[config.mk]
export PLATFORM = sky130hd
export DESIGN_NAME = ccff_loader
export DESIGN_NICKNAME = d
export VERILOG_FILES = /design/src/rtl/ccff_loader.sv
export SDC_FILE = /design/constraint.sdc
export NUM_CORES = 1
export LEC_CHECK = 0
export BUFFER_PORTS_ARGS = -buffer_cell sky130_fd_sc_hd__buf_2
export CAP_MARGIN = 20
export CORE_MARGIN = 2
export CORE_UTILIZATION = 56
export CTS_BUF_LIST = sky130_fd_sc_hd__clkbuf_8 sky130_fd_sc_hd__clkbuf_16
export DETAILED_ROUTE_END_ITERATION = 16
export GPL_TIMING_DRIVEN = 0
export PLACE_DENSITY = 0.84
export SYNTH_ARGS = -nofsm -noshare
export SYNTH_HDL_FRONTEND = slang
export SYNTH_SLANG_ARGS = --single-unit
[constraint.sdc]
create_clock -name prog_clk -period 2.16 [get_ports prog_clk]
set_input_delay 0.216 -clock prog_clk [delete_from_list [all_inputs] [get_ports prog_clk]]
set_output_delay 0.216 -clock prog_clk [all_outputs]
set_load 0.005 [all_outputs]
[src/rtl/ccff_loader.sv]
// Serialises a word-wide bitstream into a ccff configuration chain, MSB first, while counting
// the ones that fall out of the chain tail (popcount of the previous configuration).
module ccff_loader #(
  parameter int unsigned CHAIN_LEN = 160,
  parameter int unsigned WORD_W    = 8
) (
  input  logic                               prog_clk,
  input  logic                               reset,
  input  logic                               start,
  input  logic                               abort,
  input  logic [WORD_W-1:0]                  word_data,
  input  logic                               word_valid,
  output logic                               word_ready,
  output logic                               ccff_head,
  output logic                               ccff_shift_en,
  input  logic                               ccff_tail,
  output logic                               busy,
  output logic                               done,
  output logic                               err,
  output logic [$clog2(CHAIN_LEN+1)-1:0]     tail_ones
);

  localparam int unsigned CntW = $clog2(CHAIN_LEN + 1);
  localparam int unsigned RemW = $clog2(WORD_W + 1);
  localparam logic [CntW-1:0] LastIdx = CntW'(CHAIN_LEN - 1);
  localparam logic [CntW-1:0] MaxOnes = CntW'(CHAIN_LEN);

  typedef enum logic [1:0] {StIdle, StLoad, StFinish} state_e;

  state_e            state_q;
  logic [WORD_W-1:0] buf_q;
  logic [RemW-1:0]   rem_q;
  logic [CntW-1:0]   bit_cnt_q;
  logic [CntW-1:0]   tail_ones_q;
  logic              done_q;
  logic              err_q;

  logic shift;
  logic last;
  logic accept;

  always_comb begin
    shift         = (state_q == StLoad) && (rem_q != '0) && !abort;
    last          = shift && (bit_cnt_q == LastIdx);
    // A new word may land on the same edge that shifts out the last buffered bit, unless that
    // bit also completes the chain.
    word_ready    = (state_q == StLoad) && !abort &&
                    ((rem_q == '0) || ((rem_q == RemW'(1)) && shift && !last));
    accept        = word_valid && word_ready;
    ccff_shift_en = shift;
    ccff_head     = shift && buf_q[WORD_W-1];
    busy          = (state_q != StIdle);
    done          = done_q;
    err           = err_q;
    tail_ones     = tail_ones_q;
  end

  always_ff @(posedge prog_clk) begin
    if (reset) begin
      state_q     <= StIdle;
      buf_q       <= '0;
      rem_q       <= '0;
      bit_cnt_q   <= '0;
      tail_ones_q <= '0;
      done_q      <= 1'b0;
      err_q       <= 1'b0;
    end else begin
      case (state_q)
        StIdle: begin
          if (start) begin
            state_q     <= StLoad;
            rem_q       <= '0;
            bit_cnt_q   <= '0;
            tail_ones_q <= '0;
            done_q      <= 1'b0;
            err_q       <= 1'b0;
          end
        end
        StLoad: begin
          if (abort) begin
            state_q <= StIdle;
            rem_q   <= '0;
            err_q   <= 1'b1;
            done_q  <= 1'b0;
          end else begin
            if (shift) begin
              buf_q     <= buf_q << 1;
              rem_q     <= rem_q - RemW'(1);
              bit_cnt_q <= bit_cnt_q + CntW'(1);
              if (ccff_tail && (tail_ones_q != MaxOnes)) begin
                tail_ones_q <= tail_ones_q + CntW'(1);
              end
            end
            if (accept) begin
              buf_q <= word_data;
              rem_q <= RemW'(WORD_W);
            end
            if (last) begin
              state_q <= StFinish;
              rem_q   <= '0;
            end
          end
        end
        StFinish: begin
          state_q <= StIdle;
          if (abort) begin
            err_q  <= 1'b1;
            done_q <= 1'b0;
          end else begin
            done_q <= 1'b1;
          end
        end
        default: state_q <= StIdle;
      endcase
    end
  end

endmodule

==> summary.txt, run 1 <==
Logic synthesis
  • Syn. warnings: 0
  • Share of the synthesized area in the top cell type: 0.347
  • Synth top area cells: dfxtp_1 (35%), ha_1 (6.8%), mux2i_1 (5.4%)
  • Top FF cell, synth: dfxtp_1
  • Seq/Total Area, Yosys: 0.347
  • Synthesis-stage register bit count: 32
  • Largest area contributor in the netlist: dfxtp_1
  • Netlist Area Pre-Place: 1850 sq um
  • Mean Syn Cell Area: around 9.3 sq um
  • Synth async-reset ratio: 0
  • Cells after synthesis: 198
  • Post-synth EDFFs: 0
  • Post-Syn Nets: around 220
  • Netlist cell types: 52

Floorplanning
  • DIE AREA: 3770 sq um
  • Die Ht: just over 60 um
  • Top-level I/O count: 28
  • Core footprint: 3100 sq um
  • Rows: 20
  • Die X: roughly 61 um
  • Starting density of the core: 0.595

Placed design
  • DP HPWL: 2690 um
  • Port Buffers: 27
  • Post-DP Area: 2040 sq um
  • Final Wtd Congestion: 0.806

Global routing
  • Total GRT Usage: 0.229
  • Vias in the first global route: approximately 1400
  • Gr ovfl total: 0
  • First-pass GRT wire length: 6180 um
  • Largest net degree at the start of global routing: 11
  • Initial antenna violation count: 0

Final layout
  • Final instance area: 2140 sq um
  • Ratio of cells with drive above 1 in the final layout: 0.269
  • Final core occ: 0.689
  • Area grow syn2layout: 15.7%
  • Nets: 257
  • # diodes: 0

Job
  • Max-cap viol count: 0

CTS
  • Root Driver: clkbuf_8
  • Sink Count: 32
  • Deepest clock path buffer count: 2
  • CTS clk-pin slew, worst paths: 60 ps
  • CTS buffer count: 5
  • Clock latency on the worst-skew pair: 290 ps
  • Hold-fix buffers at CTS: 0
  • H-tree Lvls: 2
  • Clock tree from TritonCTS: built

Timing
  • RSZ-0062 raised after global routing: false
  • Slew Viols, Final: 0
  • Setup TNS: 0 ps
  • Final Hold Viols: 0
  • Fmax achieved: 493 MHz
  • Final setup fails: 0
  • Worst-margin pin slew: approximately 700 ps
  • Final Skew: 2.46 ps
  • Min Tclk post-route: slightly above 2000 ps
  • Slew headroom: 0.534
  • Final period util: 0.940

Drt
  • Wl on met1: 1730 um
  • Via Count: 1495
  • Highest metal used: met4
  • DR WL/cell: 13.2 um
  • Total length of routed met2 wires: 1750 um
  • DR iter-0 viols: 64
  • Vias per cell: 5.38
  • Wire length on met3: 135 um
  • DRC: 0
  • Detail Route Antenna Nets: 0
  • DRT Wirelength: around 3700 um
  • Drt first pass iters: 4

Power
  • Leakage power total: around 0.85 nW
  • P_int: 0.972 mW
  • Switching portion of total power: 0.290
  • P_sw: 0.396 mW
  • PD cells: 640 nW/um^2
  • Sequential power share: 0.462
  • Clock share of power: 0.340
  • IR drop worst, VDD: 0.430 mV
  • Gate power share: 0.198

Setup path
  • CP Launch Type: flip-flop
  • CP endpoint kind: output port
  • Crit path max-delay cell type: nor3b_4
  • Critical Path RT: 1940 ps
  • CP Max Fanout: 6
  • Critical path class: flip-flop to output port
  • CP Data Arrival Time: 1810 ps
  • CP peak stage delay: between 400 and 500 ps
  • Crit path cell chain: inv_1, ha_1, nor3b_4, o41ai_4, o22ai_1, buf_2
  • Crit-path leading delay family: simple AND/OR/NAND/NOR gates
  • Crit path buf inv count: 2

Run status
  • Outcome: finished clean

Min path
  • Hold crit path type: input pin to flip-flop
## cells in the final DEF (no fill, tap or decap), types with 4 or more instances in the layout
cell type and instances:
a21oi_1 9, xor2_1 11, nor2_1 26, buf_4 4, inv_1 10, a211oi_2 7
nand4_1 9, buf_2 27, ha_1 10, dfxtp_1 32, mux2i_1 10, clkbuf_8 6
nand2_1 14
## timing repair
item                       4_1_cts  5_1_grt
resized for setup                0        1
buffers inserted                 1        0
pin swaps                        1        0
setup endpoints to repair        1        1
## power groups by stage
stage	Combinational [mW]	Sequential, mW	Clock, mW
finish	0.271	0.632	0.465
global route	0.299	0.636	0.504
CTS	0.271	0.632	0.475
detailed placement	0.267	0.645	0
global placement	0.259	0.644	0
floorplan	0.202	0.640	0
## registers in the layout (all words and copies together), names as in the netlist
register / flops
err: 1
rem_q: 4
state_q: 2
done: 1
buf_q: 8
tail_ones: 8
bit_cnt_q: 8
## cells in the mapped netlist (2+ instances only)
cell type	n
dfxtp_1	32
nor2_1	26
nand2_1	14
xor2_1	11
ha_1	10
mux2i_1	10
a21oi_1	9
nand4_1	9
inv_1	8
a211oi_2	7
buf_4	3
clkbuf_1	3
nand2b_1	3
nor2_2	3
nor3_1	3
nor3b_1	3
a211oi_1	2
and2_1	2
and3_1	2
and4_1	2
nand3_1	2
nor2b_1	2
o21ai_0	2
o21ai_1	2
## worst register-to-register path, cell delays in order (launching register included)
cell,delay [ps]
dfxtp_1,400
inv_1,100
ha_1,180
buf_4,170
mux2_2,280
buf_4,180
and4_1,230
nand4_1,120
xor2_1,150
nor2_1,50
## logic make-up after synthesis
logic type                 share of synthesized area
AOI/OAI and AO/OA                              0.184
xor gates and xnor gates                      0.0569
adders and majority gates                     0.0678
buffers and inverters                         0.0406
DFF                                            0.347
muxes                                         0.0603
and+or+nand+nor                                0.243
## per-stage QoR
| stage | power (mW) | worst slack [ps] | hold slack, ps | instances |
|---|---|---|---|---|
| 4_1_cts | 1.38 | 96.7 | 161 | 278 |
| 3_3_place_gp | 0.903 | 252 | 457 | 269 |
| 3_5_place_dp | 0.912 | 209 | 462 | 269 |
| 6_report | 1.37 | 130 | 166 | 278 |
| 5_1_grt | 1.44 | 13.8 | 198 | 278 |
| 2_1_floorplan | 0.842 | 377 | 360 | 198 |
## metal layers
metal / GRT usage / vias up
met5: 0 / -
met4: 0.0912 / 0
met3: 0.0756 / 5
met2: 0.359 / 22
met1: 0.293 / 699
li1: - / 769
## worst paths after layout
check / startpoint / end / slack, ps / cells past startpoint
setup / recovery: rem_q[0] / word_ready / 130 / 6
hold / removal: word_data[0] / buf_q[0] / 170 / 3
setup reg to reg: state_q[1] / bit_cnt_q[7] / 180 / 9
hold reg to reg: done / done / 470 / 2
## area by class of cell
| cell class | count | area, sq um |
|---|---|---|
| plain buffers | 7 | 45.0 |
| clock inverters | 2 | 7.51 |
| multi-input cells | 151 | 1130 |
| clock buffers | 6 | 82.6 |
| fillers | 264 | 966 |
| inverters | 8 | 30.0 |
| repair buffers | 28 | 143 |
| well taps | 44 | 55.1 |
| flip-flops and latches | 32 | 641 |
No activity file was read; power rests on OpenSTA's default activity.
==> run 2: changes to the inputs <==
==> config.mk (replaced) <==
export PLATFORM = sky130hd
export DESIGN_NAME = ccff_loader
export DESIGN_NICKNAME = d
export VERILOG_FILES = /design/src/rtl/ccff_loader.sv
export SDC_FILE = /design/constraint.sdc
export NUM_CORES = 1
export LEC_CHECK = 0
export CAP_MARGIN = 20
export CORE_MARGIN = 2
export CORE_UTILIZATION = 62
export CTS_BUF_LIST = sky130_fd_sc_hd__clkbuf_16
export DETAILED_ROUTE_END_ITERATION = 16
export DONT_BUFFER_PORTS = 1
export GPL_ROUTABILITY_DRIVEN = 0
export GPL_TIMING_DRIVEN = 0
export PLACE_DENSITY = 0.83
export SYNTH_ARGS = -nofsm -noshare
export SYNTH_HDL_FRONTEND = slang
export SYNTH_SLANG_ARGS = --single-unit
==> run 2 against run 1 <==
- final area decreased by 4.9%
- sequential share of layout area up 1.6 points
- die area decreased by 9.1%
==> summary.txt, run 2 (synthesized netlist as in run 1, its figures left out) <==
Drt
  • Wire length on met3: 327 um
  • Wl on met1: 1710 um
  • Detail Route Antenna Nets: 0
  • DR iter-0 viols: 132
  • DRT Wirelength: 4250 um
  • Via Count: 1531
  • DRC: 0
  • DR WL/cell: 17.8 um
  • Drt first pass iters: 6
  • Highest metal used: met4
  • Total length of routed met2 wires: 2140 um
  • Vias per cell: roughly 6.4

Floorplanning
  • Die Ht: 58.6 um
  • DIE AREA: about 3400 sq um
  • Top-level I/O count: 28
  • Starting density of the core: 0.664
  • Rows: 19
  • Die X: 58.6 um
  • Core footprint: 2780 sq um

Power
  • PD cells: roughly 770 nW/um^2
  • Power Total: between 1.5 and 2 mW
  • Leakage power total: 0.739 nW
  • IR drop worst, VDD: 0.832 mV

Min path
  • Hold crit path type: input pin to flip-flop

Placed design
  • Placed insts: about 230
  • Post-DP Area: 1890 sq um
  • Port Buffers: 0
  • DP HPWL: 3010 um
  • Place WS: around 150 ps

Final layout
  • Filler instances: ~210
  • Final core occ: 0.731
  • Commonest non-fill, non-tap cells in the layout: dfxtp_1 (32), nor2_1 (26), nand2_1 (14)
  • Ratio of cells with drive above 1 in the final layout: 0.174
  • Non-Filler Instances: 238
  • # diodes: 0
  • Area occupied by multi-input gates: roughly 1100 sq um
  • Area grow syn2layout: 10.0%
  • Nets: 230
  • FF/Latch Area: 641 sq um
  • Final instance area: a little over 2000 sq um
  • Most common cell after layout, fill and taps aside: dfxtp_1

Timing
  • Setup TNS: 0 ps
  • Final hold slack: 85.0 ps
  • Setup ws final: 77.1 ps
  • Min Tclk post-route: between 2000 and 2500 ps
  • Final setup fails: 0
  • Fmax achieved: just under 500 MHz
  • Final period util: 0.964
  • Final Skew: about 2.9 ps
  • Slew headroom: 0.573
  • Worst-margin pin slew: 641 ps
  • Final Hold Viols: 0
  • Slew Viols, Final: 0

CTS
  • Deepest clock path buffer count: 2
  • Sink Count: 32
  • H-tree Lvls: 2
  • Hold-fix buffers at CTS: 0
  • Clock tree from TritonCTS: built
  • CTS buffer count: 5
  • CTS clk-pin slew, worst paths: 50 ps
  • Root Driver: clkbuf_16
  • Post-CTS Resized: 0
  • Clock latency on the worst-skew pair: 280 ps

Setup path
  • CP Max Fanout: 6
  • Critical Path RT: about 1900 ps
  • CP endpoint kind: output port
  • CP Launch Type: flip-flop
  • CP Data Arrival Time: 1870 ps
  • Critical path class: flip-flop to output port

Job
  • Max-cap viol count: 0

Run status
  • Outcome: finished clean

Global routing
  • Total GRT Usage: 0.274
  • Initial antenna violation count: 0
  • Gr ovfl total: 0
  • Vias in the first global route: 1575
  • Largest net degree at the start of global routing: 11
  • First-pass GRT wire length: 7110 um
## run 2: cell count changes in the layout (fill, tap and decap cells not counted), sizes merged
cell,before,now
inv,10,8
buf,32,5
clkinv,0,3
clkbuf,9,8
## run 2: metal layers
| layer | track usage | vias up |
|---|---|---|
| met5 | 0 | - |
| met4 | 0.104 | 0 |
| met3 | 0.103 | 9 |
| met2 | 0.457 | 64 |
| met1 | 0.319 | 734 |
| li1 | - | 724 |
## run 2: final timing paths
| path | startpoint | endpoint | slack [ps] | cells after the start |
|---|---|---|---|---|
| setup / recovery | rem_q[0] | word_ready | 80 | 5 |
| hold / removal | word_data[0] | buf_q[0] | 80 | 2 |
| setup reg to reg | state_q[1] | tail_ones[4] | 90 | 9 |
| hold reg to reg | bit_cnt_q[1] | bit_cnt_q[1] | 480 | 2 |
## run 2: cell type report
| class | instances | share of cell area |
|---|---|---|
| Tap cell | 31 | 0.0191 |
| Sequential cell | 32 | 0.315 |
| Buffer | 7 | 0.0222 |
| Multi-Input combinational cell | 151 | 0.557 |
| Clock inverter | 3 | 0.00677 |
| Inverter | 8 | 0.0148 |
| Clock buffer | 5 | 0.0616 |
| Timing Repair Buffer | 1 | 0.00369 |
## run 2: where the power goes
part	leakage [nW]	switching [mW]	internal, mW	total (mW)
combinational	0.409	0.158	0.0977	0.256
sequential	0.259	0.0229	0.612	0.635
clock	0.0710	0.257	0.418	0.675
## run 2: worst max-delay path, stage by stage (launching register included)
cell     delay, ps
dfxtp_1        390
inv_1           90
ha_1           230
nor3b_4        200
o41ai_4        480
o22ai_1        190
## run 2: what timing repair did
item / CTS / global route
buffers inserted: 0 / 1
hold endpoints to repair: 0 / 0
pin swaps: 1 / 1
endpoints found under the setup margin: 1 / 1
==> run 3: changes to the inputs <==
--- a/config.mk
+++ b/config.mk
@@ -7,13 +7,13 @@
 export LEC_CHECK = 0
 export CAP_MARGIN = 20
 export CORE_MARGIN = 2
-export CORE_UTILIZATION = 62
+export CORE_UTILIZATION = 64
 export CTS_BUF_LIST = sky130_fd_sc_hd__clkbuf_16
 export DETAILED_ROUTE_END_ITERATION = 16
 export DONT_BUFFER_PORTS = 1
 export GPL_ROUTABILITY_DRIVEN = 0
 export GPL_TIMING_DRIVEN = 0
-export PLACE_DENSITY = 0.83
+export PLACE_DENSITY = 0.85
 export SYNTH_ARGS = -nofsm -noshare
 export SYNTH_HDL_FRONTEND = slang
 export SYNTH_SLANG_ARGS = --single-unit
==> constraint.sdc (replaced) <==
create_clock -name prog_clk -period 2.57 [get_ports prog_clk]
set_input_delay 0.257 -clock prog_clk [delete_from_list [all_inputs] [get_ports prog_clk]]
set_output_delay 0.257 -clock prog_clk [all_outputs]
set_load 0.005 [all_outputs]
==> run 3 against run 2 <==
- worst setup slack better by 300 ps
- die area is 2.9% lower
- clock skew is 2.3 ps higher
- register-to-register slack better by 480 ps
- highest routed layer unchanged
- largest power group unchanged
- sequential cell count stayed put
- via count is 2.1% lower
- count of clock-buffer cells in the layout stayed put
- global-route usage is 1.5 points lower
- routed wire length is 11% lower
- non-clock buffer count is 1 lower
==> summary.txt, run 3 (synthesized netlist as in run 1, its figures left out) <==
Global routing
  • First-pass GRT wire length: 6590 um
  • Vias in the first global route: 1578
  • Initial antenna violation count: 0
  • Gr ovfl total: 0
  • Total GRT Usage: 0.259
  • Largest net degree at the start of global routing: 11

CTS
  • Post-CTS Resized: 0
  • Sink Count: 32
  • H-tree Lvls: 2
  • Hold-fix buffers at CTS: 0
  • Deepest clock path buffer count: 2
  • Postcts setup bufs: 0
  • Clock tree from TritonCTS: built
  • Clock latency on the worst-skew pair: 280 ps
  • CTS buffer count: 5
  • Root Driver: clkbuf_16
  • CTS clk-pin slew, worst paths: 50 ps

Drt
  • DRC: 0
  • Vias per cell: 6.32
  • Detail Route Antenna Nets: 0
  • DRT Wirelength: roughly 3800 um
  • Drt first pass iters: 7
  • DR WL/cell: 16.0 um
  • DR iter-0 viols: just under 100
  • Via Count: 1499

Min path
  • HP Start: word_data[0]
  • Hold crit path type: input pin to flip-flop

Final layout
  • Filler instances: roughly 200
  • Commonest non-fill, non-tap cells in the layout: dfxtp_1 (32), nor2_1 (26), nand2_1 (14)
  • Non-Filler Instances: around 240
  • Final core occ: 0.733
  • Ratio of cells with drive above 1 in the final layout: 0.160
  • Nets: 229
  • Area grow syn2layout: 9.49%
  • Most common cell after layout, fill and taps aside: dfxtp_1
  • # diodes: 0

Timing
  • Fmax achieved: between 400 and 500 MHz
  • Final hold slack: 129 ps
  • Worst-margin pin slew: 662 ps
  • Slew headroom: 0.559
  • RSZ-0062 raised after global routing: false
  • Slew Viols, Final: 0
  • Min Tclk post-route: 2190 ps
  • Final Hold Viols: 0
  • Final Skew: 5.22 ps
  • Final period util: 0.853
  • Final setup fails: 0
  • Setup TNS: 0 ps

Power
  • Sequential power share: 0.413
  • Gate power share: 0.163
  • Leakage power total: 0.737 nW
  • Power Total: 1.29 mW
  • PD cells: approximately 640 nW/um^2
  • Switching portion of total power: 0.270
  • IR drop worst, VDD: 0.702 mV
  • P_int: 0.943 mW
  • P_sw: 0.349 mW
  • Clock share of power: 0.424

Setup path
  • CP peak stage delay: between 500 and 600 ps
  • Critical path class: flip-flop to output port
  • Crit path from: rem_q[0]
  • CP Data Arrival Time: 1930 ps
  • Crit path cell chain: inv_1, ha_1, nor3b_4, o41ai_4, o22ai_1
  • CP endpoint kind: output port
  • Crit path max-delay cell type: o41ai_4
  • Critical Path RT: between 2000 and 2500 ps
  • CP Launch Type: flip-flop
  • Worst flop-to-flop path startpoint: state_q[1]
  • CP Max Fanout: 6
  • Crit-path leading delay family: compound AO/OA/AOI/OAI gates
  • Crit path buf inv count: 1

Job
  • Max-cap viol count: 0

Floorplanning
  • Rows: 19
  • Starting density of the core: 0.670
  • DIE AREA: 3330 sq um
  • Core footprint: 2760 sq um
  • Top-level I/O count: 28
  • Die X: 57.7 um
  • Die Ht: 57.7 um

Run status
  • Outcome: finished clean

Placed design
  • Port Buffers: 0
  • DP HPWL: 2750 um
  • Placed insts: 229
[run 3: worst paths after layout]
| kind | cells past startpoint | slack, ps | to |
|---|---|---|---|
| setup / recovery | 5 | 380 | word_ready |
| hold reg to reg | 2 | 480 | bit_cnt_q[1] |
| hold / removal | 2 | 130 | buf_q[0] |
| setup reg to reg | 9 | 570 | bit_cnt_q[7] |
[run 3: final cells by class]
| cell class | instances | area (sq um) | area share |
|---|---|---|---|
| clock inverters | 3 | 11.3 | 0.00557 |
| multi-input cells | 151 | 1130 | 0.559 |
| clock buffers | 5 | 125 | 0.0619 |
| flip-flops and latches | 32 | 641 | 0.317 |
| inverters | 8 | 30.0 | 0.0149 |
| well taps | 31 | 38.8 | 0.0192 |
| plain buffers | 7 | 45.0 | 0.0223 |
[run 3: power by group through the flow]
stage | Sequential [mW] | Clock, mW | Combinational [mW]
detailed placement | 0.542 | 0 | 0.205
CTS | 0.533 | 0.555 | 0.209
floorplan | 0.538 | 0 | 0.170
finish | 0.534 | 0.548 | 0.210
global route | 0.535 | 0.584 | 0.230
global placement | 0.541 | 0 | 0.195
[run 3: metrics by stage]
stage / cell area, sq um / worst slack, ps
floorplan: 1850 / 787
global placement: 1890 / 678
detailed placement: 1890 / 602
CTS: 2020 / 390
global route: 2020 / 290
finish: 2020 / 379
[run 3: routing by layer]
metal  vias to the layer above  global-route usage  routed length [um]
li1                        724                   -                   -
met1                       707               0.264                1460
met2                        57               0.469                2010
met3                        11              0.0893                 262
met4                         0               0.120                  71
met5                         -                   0                   0
